**src/rtl/boot_mon_pkg.sv**
```systemverilog
// Shared types and board defaults for the target boot-time monitor.
package boot_mon_pkg;

    typedef enum logic [1:0] {
        IDLE     = 2'd0,
        WAIT_RST = 2'd1,
        HOLD     = 2'd2,
        COUNT    = 2'd3
    } state_e;

    // 12 MHz board clock: one second of boot budget.
    localparam int          DEF_CNT_W   = 24;
    localparam int unsigned DEF_TIMEOUT = 32'd12_000_000;

endpackage

```
**src/rtl/sync_edge_det.sv**
```systemverilog
// Multi-stage synchroniser for an asynchronous pin followed by a
// polarity-selectable single-edge detector.
module sync_edge_det #(
    parameter int SYNC_STAGES = 2,
    parameter bit ACTIVE_HIGH = 1'b1
) (
    input  logic clk_i,
    input  logic rst_n_i,
    input  logic pin_i,
    output logic edge_o
);

    logic [SYNC_STAGES-1:0] sync_q;
    logic                   last_q;

    always_ff @(posedge clk_i) begin
        if (!rst_n_i) begin
            sync_q <= {SYNC_STAGES{~ACTIVE_HIGH}};
            last_q <= ~ACTIVE_HIGH;
        end else begin
            sync_q <= {sync_q[SYNC_STAGES-2:0], pin_i};
            last_q <= sync_q[SYNC_STAGES-1];
        end
    end

    assign edge_o = ACTIVE_HIGH ? (sync_q[SYNC_STAGES-1] & ~last_q)
                                : (~sync_q[SYNC_STAGES-1] & last_q);

endmodule

```
**src/rtl/boot_monitor.sv**
```systemverilog
// Measures cycles from target reset release to its first "alive" edge,
// with timeout and bounded auto-retry into the reset driver.
module boot_monitor
    import boot_mon_pkg::*;
#(
    parameter int          CNT_W       = DEF_CNT_W,
    parameter int unsigned TIMEOUT     = DEF_TIMEOUT,
    parameter int          SYNC_STAGES = 2,
    parameter bit          ALIVE_HIGH  = 1'b1,
    parameter int          MAX_RETRY   = 3
) (
    input  logic             clk,
    input  logic             rst_n,
    input  logic             arm,
    input  logic             clear,
    input  logic             reset_line,
    input  logic             target_pin,
    output logic             busy,
    output logic             done,
    output logic             timed_out,
    output logic             valid,
    output logic [CNT_W-1:0] boot_cycles,
    output logic             retry_req,
    output logic [1:0]       retry_cnt
);

    if (SYNC_STAGES < 2) begin : g_bad_sync
        $error("boot_monitor: SYNC_STAGES must be at least 2");
    end
    if ((64'(TIMEOUT) >> CNT_W) != 64'd0) begin : g_bad_timeout
        $error("boot_monitor: TIMEOUT does not fit in CNT_W bits");
    end
    if (MAX_RETRY < 0 || MAX_RETRY > 3) begin : g_bad_retry
        $error("boot_monitor: MAX_RETRY must be 0..3");
    end

    localparam logic [CNT_W-1:0] TO_VAL   = CNT_W'(TIMEOUT);
    localparam logic [1:0]       MAXR_VAL = 2'(MAX_RETRY);

    state_e           state_q;
    logic [CNT_W-1:0] cnt_q;
    logic [CNT_W-1:0] boot_q;
    logic [1:0]       retry_cnt_q;
    logic             busy_q, done_q, to_q, valid_q, retry_q;
    logic             alive;

    sync_edge_det #(
        .SYNC_STAGES (SYNC_STAGES),
        .ACTIVE_HIGH (ALIVE_HIGH)
    ) u_sync (
        .clk_i   (clk),
        .rst_n_i (rst_n),
        .pin_i   (target_pin),
        .edge_o  (alive)
    );

    always_ff @(posedge clk) begin
        if (!rst_n) begin
            state_q     <= IDLE;
            cnt_q       <= '0;
            boot_q      <= '0;
            retry_cnt_q <= '0;
            busy_q      <= 1'b0;
            done_q      <= 1'b0;
            to_q        <= 1'b0;
            valid_q     <= 1'b0;
            retry_q     <= 1'b0;
        end else begin
            done_q  <= 1'b0;
            to_q    <= 1'b0;
            retry_q <= 1'b0;
            if (clear) begin
                state_q <= IDLE;
                busy_q  <= 1'b0;
                valid_q <= 1'b0;
                boot_q  <= '0;
            end else if (arm) begin
                // A reset already in progress skips straight to HOLD.
                state_q     <= reset_line ? HOLD : WAIT_RST;
                busy_q      <= 1'b1;
                valid_q     <= 1'b0;
                retry_cnt_q <= '0;
                cnt_q       <= '0;
            end else begin
                case (state_q)
                    IDLE: ;
                    WAIT_RST: begin
                        if (reset_line) state_q <= HOLD;
                    end
                    HOLD: begin
                        if (reset_line) begin
                            cnt_q <= '0;
                        end else begin
                            state_q <= COUNT;
                            cnt_q   <= CNT_W'(1);
                        end
                    end
                    COUNT: begin
                        if (reset_line) begin
                            state_q <= HOLD;
                            cnt_q   <= '0;
                        end else if (alive) begin
                            state_q <= IDLE;
                            busy_q  <= 1'b0;
                            boot_q  <= cnt_q;
                            done_q  <= 1'b1;
                            valid_q <= 1'b1;
                        end else if (cnt_q == TO_VAL) begin
                            if (retry_cnt_q < MAXR_VAL) begin
                                state_q     <= WAIT_RST;
                                retry_q     <= 1'b1;
                                retry_cnt_q <= retry_cnt_q + 2'd1;
                            end else begin
                                state_q <= IDLE;
                                busy_q  <= 1'b0;
                                to_q    <= 1'b1;
                            end
                        end else begin
                            cnt_q <= cnt_q + 1'b1;
                        end
                    end
                    default: state_q <= IDLE;
                endcase
            end
        end
    end

    assign busy        = busy_q;
    assign done        = done_q;
    assign timed_out   = to_q;
    assign valid       = valid_q;
    assign boot_cycles = boot_q;
    assign retry_req   = retry_q;
    assign retry_cnt   = retry_cnt_q;

endmodule

```
**config.mk**
```make
export PLATFORM = sky130hd
export DESIGN_NAME = boot_monitor
export DESIGN_NICKNAME = d
export VERILOG_FILES = /design/src/rtl/boot_mon_pkg.sv /design/src/rtl/sync_edge_det.sv /design/src/rtl/boot_monitor.sv
export SDC_FILE = /design/constraint.sdc
export NUM_CORES = 1
export LEC_CHECK = 0
export ABC_AREA = 1
export BUFFER_PORTS_ARGS = -buffer_cell sky130_fd_sc_hd__buf_4
export CAP_MARGIN = 20
export CORE_ASPECT_RATIO = 1.5
export CORE_MARGIN = 4
export CORE_UTILIZATION = 46
export CTS_CLUSTER_SIZE = 14
export DETAILED_ROUTE_END_ITERATION = 10
export MAX_ROUTING_LAYER = met4
export PLACE_DENSITY = 0.64
export SYNTH_ARGS = -nofsm -noshare
export SYNTH_HDL_FRONTEND = slang
export SYNTH_SLANG_ARGS = --single-unit
```
**constraint.sdc**
```tcl
create_clock -name clk -period 4.4 [get_ports clk]
set_clock_uncertainty 0.15 [all_clocks]
set_input_delay 0.88 -clock clk [delete_from_list [all_inputs] [get_ports clk]]
set_output_delay 0.88 -clock clk [all_outputs]
set_load 0.01 [all_outputs]
```
==> results of run 1 <==
## sequential cells by signal, indices dropped and copies added, names as in the netlist
signal / count
boot_cycles: 24
busy: 1
cnt_q: 24
done: 1
retry_cnt: 2
retry_req: 1
state_q: 2
timed_out: 1
u_sync.last_q: 1
u_sync.sync_q: 2
valid: 1
## kinds of logic after synthesis
logic type,synth area share (%)
buffers and inverters,10.5
AND/OR/NAND/NOR,36.4
AO/OA/AOI/OAI,12.3
adder cells (fa/ha/maj),2.40
flip-flops,38.3
## synth_stat cells
cell | number | share of area, %
sky130_fd_sc_hd__a211o_1 | 1 | 0.28
sky130_fd_sc_hd__ha_1 | 6 | 2.4
sky130_fd_sc_hd__nor2_1 | 67 | 8.0
sky130_fd_sc_hd__buf_6 | 2 | 0.72
sky130_fd_sc_hd__o21bai_1 | 1 | 0.24
sky130_fd_sc_hd__nand3b_2 | 1 | 0.36
sky130_fd_sc_hd__nor4_1 | 4 | 0.80
sky130_fd_sc_hd__inv_1 | 56 | 6.7
sky130_fd_sc_hd__buf_2 | 3 | 0.48
sky130_fd_sc_hd__o21ai_1 | 2 | 0.32
sky130_fd_sc_hd__nand2_1 | 97 | 12
sky130_fd_sc_hd__clkinv_1 | 1 | 0.12
sky130_fd_sc_hd__nand4_4 | 1 | 0.68
sky130_fd_sc_hd__inv_2 | 5 | 0.60
sky130_fd_sc_hd__nand2_4 | 2 | 0.72
sky130_fd_sc_hd__and3_1 | 1 | 0.20
sky130_fd_sc_hd__nor2_4 | 4 | 1.4
sky130_fd_sc_hd__o21ai_0 | 34 | 5.4
sky130_fd_sc_hd__a21oi_2 | 1 | 0.28
sky130_fd_sc_hd__nand3_1 | 31 | 5.0
sky130_fd_sc_hd__nand4_1 | 16 | 3.2
sky130_fd_sc_hd__clkbuf_1 | 4 | 0.48
sky130_fd_sc_hd__dfxtp_1 | 60 | 38
sky130_fd_sc_hd__nand3b_1 | 2 | 0.48
sky130_fd_sc_hd__a21oi_1 | 36 | 5.8
sky130_fd_sc_hd__buf_4 | 6 | 1.4
sky130_fd_sc_hd__nor2_2 | 5 | 1.0
sky130_fd_sc_hd__nor3_4 | 1 | 0.52
sky130_fd_sc_hd__nor3_1 | 10 | 1.6
sky130_fd_sc_hd__nand2_2 | 1 | 0.20
sky130_fd_sc_hd__nand3_2 | 2 | 0.64
## power by group through the flow
stage               clock (mW)  sequential, mW  combinational [mW]
finish                   0.452           0.551              0.0652
global route             0.479           0.552              0.0737
global placement             0           0.564              0.0646
floorplan                    0           0.563              0.0487
detailed placement           0           0.564              0.0655
CTS                      0.458           0.551              0.0656
## worst max-delay path, delay by kind of cell (launching register included)
family / cells / cell delay [ns]
flops: 1 / 0.36
fa+ha+maj: 1 / 0.27
simple gates: 8 / 1.37
buf+inv: 2 / 0.40
## stage by stage
| stage | util [%] | hold slack (ns) | worst slack (ns) | instances | cell area (µm²) |
|---|---|---|---|---|---|
| floorplan | - | 0.240 | 2.27 | 463 | 3130 |
| CTS | 54.5 | 0.280 | 1.75 | 577 | 3590 |
| finish | 54.5 | 0.277 | 1.74 | 577 | 3590 |
| detailed placement | 51.8 | 0.261 | 1.44 | 561 | 3410 |
| global placement | 51.8 | 0.249 | 1.53 | 561 | 3410 |
| global route | 54.5 | 0.311 | 1.57 | 577 | 3590 |
## layer usage
| metal | share of wire [%] | GRT usage [%] |
|---|---|---|
| met1 | 41 | 24.4 |
| met2 | 51 | 37.6 |
| met3 | 3.0 | 4.43 |
| met4 | 4.0 | 13.4 |
| met5 | 0 | - |
## final timing paths
kind                                      end  slack [ns]  depth (start not counted)
worst max register to register       cnt_q[5]        1.74                         11
worst max-delay path                 cnt_q[5]        1.74                         11
worst min register to register  u_sync.last_q        0.28                          2
worst min-delay path            u_sync.last_q        0.28                          2
## final cells by class
cell class	instances	share of cell area, %
flip-flops and latches	60	33.5
clock inverters	6	1.12
well taps	76	2.65
repair buffers	37	7.75
clock buffers	10	3.84
multi-input cells	326	44.7
inverters	62	6.49
==> impl_summary.log, run 1 <==
[metrics] Slew HR: 35.8%
[metrics] total standard cell area after synthesis: 3130 µm²
[metrics] final hold viol count: 0
[metrics] P_leak: 1.53 nW
[metrics] CP Data Arrival Time: 2.77 ns
[metrics] final weighted congestion in routability-driven placement: 0.896
[metrics] most frequent cells in the layout: 97 x sky130_fd_sc_hd__nand2_1, 67 x sky130_fd_sc_hd__nor2_1, 60 x sky130_fd_sc_hd__dfxtp_1
[metrics] insertion delay to the later sink of the worst-skew pair: 0.36 ns
[metrics] wire length of the first global-routing pass: 13,800 µm
[metrics] count of standard-cell rows: 36
[metrics] number of buffers created by CTS: 9
[metrics] Crit. End Element: register
[metrics] core box area: 6580 µm²
[metrics] share of power burned in registers: 51.6%
[metrics] TritonCTS Sinks: 60
[metrics] wire per inst: 14.5 µm
[metrics] Syn Nets: 475
[metrics] Unique masters post-synth: 31
[metrics] number of storage elements in the synthesis netlist: 60
[metrics] fin crit period: around 2.7 ns
[metrics] P_sw: 0.286 mW
[metrics] average footprint of a synthesized cell: between 6 and 7 µm²
[metrics] Final Power: 1.07 mW
[metrics] start point of the critical path: state_q[1]
[metrics] launch instance of the worst register-to-register path: state_q[1]
[metrics] CTS tree: built
[metrics] total power divided by cell area: 298 nW/µm²
[metrics] Worst Path Max Fanout: 22
[metrics] count of final max-slew check failures: 0
[metrics] nets@finish: 508
[metrics] number of nets with antenna violations after detailed routing: 0
[metrics] Critical Path Max Stage Delay: between 0.7 and 0.8 ns
[metrics] achievable clock frequency: 375 MHz
[metrics] share of synthesized area occupied by flip-flops and latches: 38.3%
[metrics] maximum vdd ir drop: 0.150 mV
[metrics] routed via count: 3,103
[metrics] CTS max path bufs: 2
[metrics] most frequent standard cell in the layout excluding fill and tap cells: sky130_fd_sc_hd__nand2_1
[metrics] setup repair after global routing missed its margin: no
[metrics] required time of the critical path: 4.50 ns
[metrics] starting density of the core: 47.6%
[metrics] setup fix buffers added after clock tree synthesis: 0
[metrics] switching part of the total power: 26.7%
[metrics] number of optimization iterations in the first detailed-route pass: 4
[metrics] Hold Path Origin: u_sync.sync_q[1]
[metrics] overall fraction of global-route tracks in use: 22.7%
[metrics] Die Footprint: 8220 µm²
[metrics] worst path cell trace: ha_1 -> inv_2 -> nor2_4 -> nand2_4 -> nor2_4 -> nor3_4 -> nand2_4 -> inv_2 -> nand2_1 -> nand2_1 -> nor2_1
[metrics] share of final-layout standard cells stronger than drive strength 1: 15.2%
[metrics] run status: complete, no violations
[metrics] antenna violations before repair: 0
[metrics] Internal Power: 0.783 mW
[metrics] CTS root buffer: sky130_fd_sc_hd__clkbuf_8
[metrics] post-CTS resize count: 0
[metrics] area of combinational cells with multiple inputs: 1600 µm²
[metrics] highest-delay cell along the critical path: sky130_fd_sc_hd__nor3_4
[metrics] total I/O pin count: 37
[metrics] share of power burned in combinational logic: 6.1%
[metrics] Max Cap Violations: 0
[metrics] HPWL after detailed placement: 6300 µm
[metrics] count of synthesis-stage warnings from yosys: 0
[metrics] drt drc: 0
[metrics] clock power share: 42.3%
[metrics] number of hold-repair buffers added at the cts stage: 0
[metrics] Setup Total Neg Slack: 0 ns
[metrics] Storage cell area: 1200 µm²
[metrics] sum of routed wire length over all layers: 8370 µm
[metrics] clock edge transition at the registers on the reported setup and hold paths: 0.07 ns
[metrics] pin count of the biggest net entering global routing: 48
[metrics] Hold WC Path Type: reg2reg
[metrics] via count of the first global-routing pass: ~3,000
[metrics] Avg Vias per Cell: 5.38
[metrics] Finish-stage setup viols: 0
[metrics] kind of start point of the critical path: register
[metrics] Setup Crit Path Kind: reg2reg
[metrics] horizontal die dimension: ~75 µm
[metrics] number of buffers inserted by port buffering: 36
[metrics] layout overhead on the synthesized area: 14.5%
[metrics] number of filler instances in the final layout: 682
[metrics] ANT cells: 0
[metrics] synthesized instance count: 463
[metrics] leftover overflow at the end of global routing: 0
[metrics] vertical die dimension: 109 µm
[metrics] share of the clock period used by the worst path: between 60% and 70%
[metrics] violation count after the first detailed-route iteration: 270
[metrics] Tightest Pin Transition: approximately 0.96 ns
[metrics] Max H-tree Level: 3
Power figures use the tool's default switching activity.
==> run 2: changes to the inputs <==
Clock period 4.4 ns to 2.8 ns, I/O delays scaled along.
==> run 2 against run 1 <==
Against the previous run: sequential power is 57% higher; count of clock-buffer cells in the layout up 4; via count fell by 3.1%; highest routed layer unchanged; critical endpoint unchanged.
==> impl_summary.log, run 2 (synthesized netlist as in run 1, its figures left out) <==
[metrics] wire length of the first global-routing pass: 14,400 µm (+4.4%)
[metrics] kind of start point of the critical path: register
[metrics] CP Data Arrival Time: 2.32 ns (-0.45 ns)
[metrics] leftover overflow at the end of global routing: 0 (unchanged)
[metrics] area of combinational cells with multiple inputs: 1600 µm² (unchanged)
[metrics] Avg Vias per Cell: 5.18 (-3.6%)
[metrics] core box area: 6580 µm² (unchanged)
[metrics] Top Metal Used: met4
[metrics] number of filler instances in the final layout: 650 (-4.7%)
[metrics] Setup Total Neg Slack: 0 ns (unchanged)
[metrics] TritonCTS Sinks: 60 (unchanged)
[metrics] Hold Path Origin: target_pin
[metrics] run status: complete, no violations
[metrics] antenna violations before repair: 0 (unchanged)
[metrics] Routed met1 length: 3470 µm (+0.14%)
[metrics] count of standard-cell rows: 36 (unchanged)
[metrics] number of buffers created by CTS: 9 (unchanged)
[metrics] pin count of the biggest net entering global routing: 29 (-40%)
[metrics] CTS max path bufs: 2 (unchanged)
[metrics] terminating pin of the worst hold path: u_sync.sync_q[0]
[metrics] share of the clock period used by the worst path: 78.5% (+18 points)
[metrics] number of cells traversed by the worst hold path: 3 (+1)
[metrics] fin crit period: 2.20 ns (-0.468 ns)
[metrics] number of hold-repair buffers added at the cts stage: 0 (unchanged)
[metrics] required time of the critical path: 2.92 ns (-1.58 ns)
[metrics] post-CTS resize count: 0 (unchanged)
[metrics] nets@finish: 512 (+0.79%)
[metrics] count of final max-slew check failures: 0 (unchanged)
[metrics] Hold WC Path Type: in2reg
[metrics] launch instance of the worst register-to-register path: state_q[1]
[metrics] CTS root buffer: sky130_fd_sc_hd__clkbuf_8
[metrics] Max H-tree Level: 3 (unchanged)
[metrics] P_leak: 1.57 nW (+2.7%)
[metrics] number of nets with antenna violations after detailed routing: 0 (unchanged)
[metrics] share of final-layout standard cells stronger than drive strength 1: 15.5% (+0.31 points)
[metrics] Worst Path Max Fanout: 15 (-32%)
[metrics] clock edge transition at the registers on the reported setup and hold paths: 0.06 ns (about the same)
[metrics] Finish-stage setup viols: 0 (unchanged)
[metrics] starting density of the core: 47.6% (unchanged)
[metrics] pre-CTS WS: 0.622 ns (-0.820 ns)
[metrics] horizontal die dimension: 75.4 µm (unchanged)
[metrics] Max Cap Violations: 0 (unchanged)
[metrics] final weighted congestion in routability-driven placement: 0.897 (about the same)
[metrics] CTS tree: built
[metrics] worst setup slack after layout: 0.603 ns (-1.13 ns)
[metrics] Setup Crit Path Kind: reg2reg
[metrics] most frequent standard cell in the layout excluding fill and tap cells: sky130_fd_sc_hd__nand2_1
[metrics] sum of routed wire length over all layers: 8440 µm (+0.80%)
[metrics] placed cell count: 565 (+0.71%)
[metrics] Die Footprint: 8220 µm² (unchanged)
[metrics] overall fraction of global-route tracks in use: 23.6% (+0.94 points)
[metrics] Storage cell area: 1200 µm² (unchanged)
[metrics] DR WL met3: 268 µm (+5.5%)
[metrics] final hold viol count: 0 (unchanged)
[metrics] insertion delay to the later sink of the worst-skew pair: 0.34 ns (-0.02 ns)
[metrics] total power divided by cell area: 470 nW/µm² (+58%)
[metrics] ANT cells: 0 (unchanged)
[metrics] drt drc: 0 (unchanged)
[metrics] layout overhead on the synthesized area: 16.1%
[metrics] achievable clock frequency: 455 MHz (+21%)
[metrics] number of optimization iterations in the first detailed-route pass: 4 (unchanged)
[metrics] Tightest Pin Transition: 0.513 ns (-0.447 ns)
[metrics] Min Hold Slack: 0.251 ns (-0.0255 ns)
[metrics] vertical die dimension: 109 µm (unchanged)
[metrics] maximum vdd ir drop: 0.359 mV (+140%)
[metrics] most frequent cells in the layout: 97 x sky130_fd_sc_hd__nand2_1, 67 x sky130_fd_sc_hd__nor2_1, 60 x sky130_fd_sc_hd__dfxtp_1
[metrics] HPWL after detailed placement: 6550 µm (+4.1%)
[metrics] Worst Reg2Reg Path Length in Cells: 11 (unchanged)
[metrics] routed length on met2: 4460 µm (+3.4%)
[metrics] FF-to-FF setup slack: 0.60 ns (-1.13 ns)
[metrics] total I/O pin count: 37 (unchanged)
[metrics] endpoint of the worst register-to-register path: cnt_q[5]
[metrics] number of buffers inserted by port buffering: 36 (unchanged)
[metrics] Crit. End Element: register
[metrics] setup fix buffers added after clock tree synthesis: 0 (unchanged)
[metrics] violation count after the first detailed-route iteration: 153 (-43%)
[metrics] fin cells: 580 (+0.52%)
[metrics] wire per inst: 14.6 µm (+0.28%)
[metrics] routed via count: 3,006 (-3.1%)
[metrics] Slew HR: 65.8% (+30 points)
[metrics] setup repair after global routing missed its margin: no
[metrics] via count of the first global-routing pass: 3,041 (+1.6%)
==> run 2: cell types whose count changed in the layout (fill, tap and decap cells not counted) <==
cell	before	now
sky130_fd_sc_hd__buf_4	37	40
sky130_fd_sc_hd__clkbuf_8	10	13
sky130_fd_sc_hd__clkinv_2	2	1
sky130_fd_sc_hd__clkinvlp_4	4	0
sky130_fd_sc_hd__clkbuf_1	0	1
sky130_fd_sc_hd__buf_12	0	1
==> run 2: report_power, final <==
group	internal, mW	total, mW	switching [mW]
registers	0.861	0.867	0.00567
clock network	0.412	0.734	0.322
logic	0.0342	0.108	0.0738
total	1.31	1.71	0.401
==> run 2: per-layer routing <==
metal,up-vias,track usage (%)
met1,1369,25.9
met3,19,4.89
met5,-,-
li1,1565,-
met2,53,39.9
met4,0,10.8
==> run 2: how the worst max path moves through the flow <==
| stage | startpoint | to | slack [ns] |
|---|---|---|---|
| 2_1_floorplan | reset_line | cnt_q[16] | 0.99 |
| 3_3_place_gp | state_q[1] | cnt_q[5] | 0.65 |
| 3_5_place_dp | state_q[1] | cnt_q[5] | 0.62 |
| 4_1_cts | state_q[1] | cnt_q[5] | 0.59 |
| 5_1_grt | state_q[1] | cnt_q[5] | 0.36 |
| 6_report | state_q[1] | cnt_q[5] | 0.60 |
==> run 2: final cells by class <==
| cell class | count | area share (%) |
|---|---|---|
| Clock buffer | 14 | 5.02 |
| Sequential cell | 60 | 33.0 |
| Multi-Input combinational cell | 326 | 44.0 |
| Inverter | 62 | 6.40 |
| Tap cell | 76 | 2.61 |
| Timing Repair Buffer | 41 | 8.80 |
| Clock inverter | 1 | 0.138 |
==> run 2: metrics by stage <==
stage	utilization [%]	cell area [µm²]	power, mW
2_1_floorplan	-	3130	0.961
3_3_place_gp	52.5	3450	0.993
3_5_place_dp	52.5	3450	0.994
4_1_cts	55.3	3640	1.73
5_1_grt	55.3	3640	1.79
6_report	55.3	3640	1.71
==> run 2: worst max-delay path, stage by stage (launching register included) <==
cell	delay (ns)
sky130_fd_sc_hd__dfxtp_1	0.41
sky130_fd_sc_hd__ha_1	0.27
sky130_fd_sc_hd__inv_2	0.14
sky130_fd_sc_hd__nor2_4	0.17
sky130_fd_sc_hd__nand2_4	0.10
sky130_fd_sc_hd__clkinv_1	0.12
sky130_fd_sc_hd__nand4_4	0.19
sky130_fd_sc_hd__nand2_4	0.23
sky130_fd_sc_hd__inv_2	0.11
sky130_fd_sc_hd__nand2_1	0.07
sky130_fd_sc_hd__nand2_1	0.05
sky130_fd_sc_hd__nor2_1	0.11
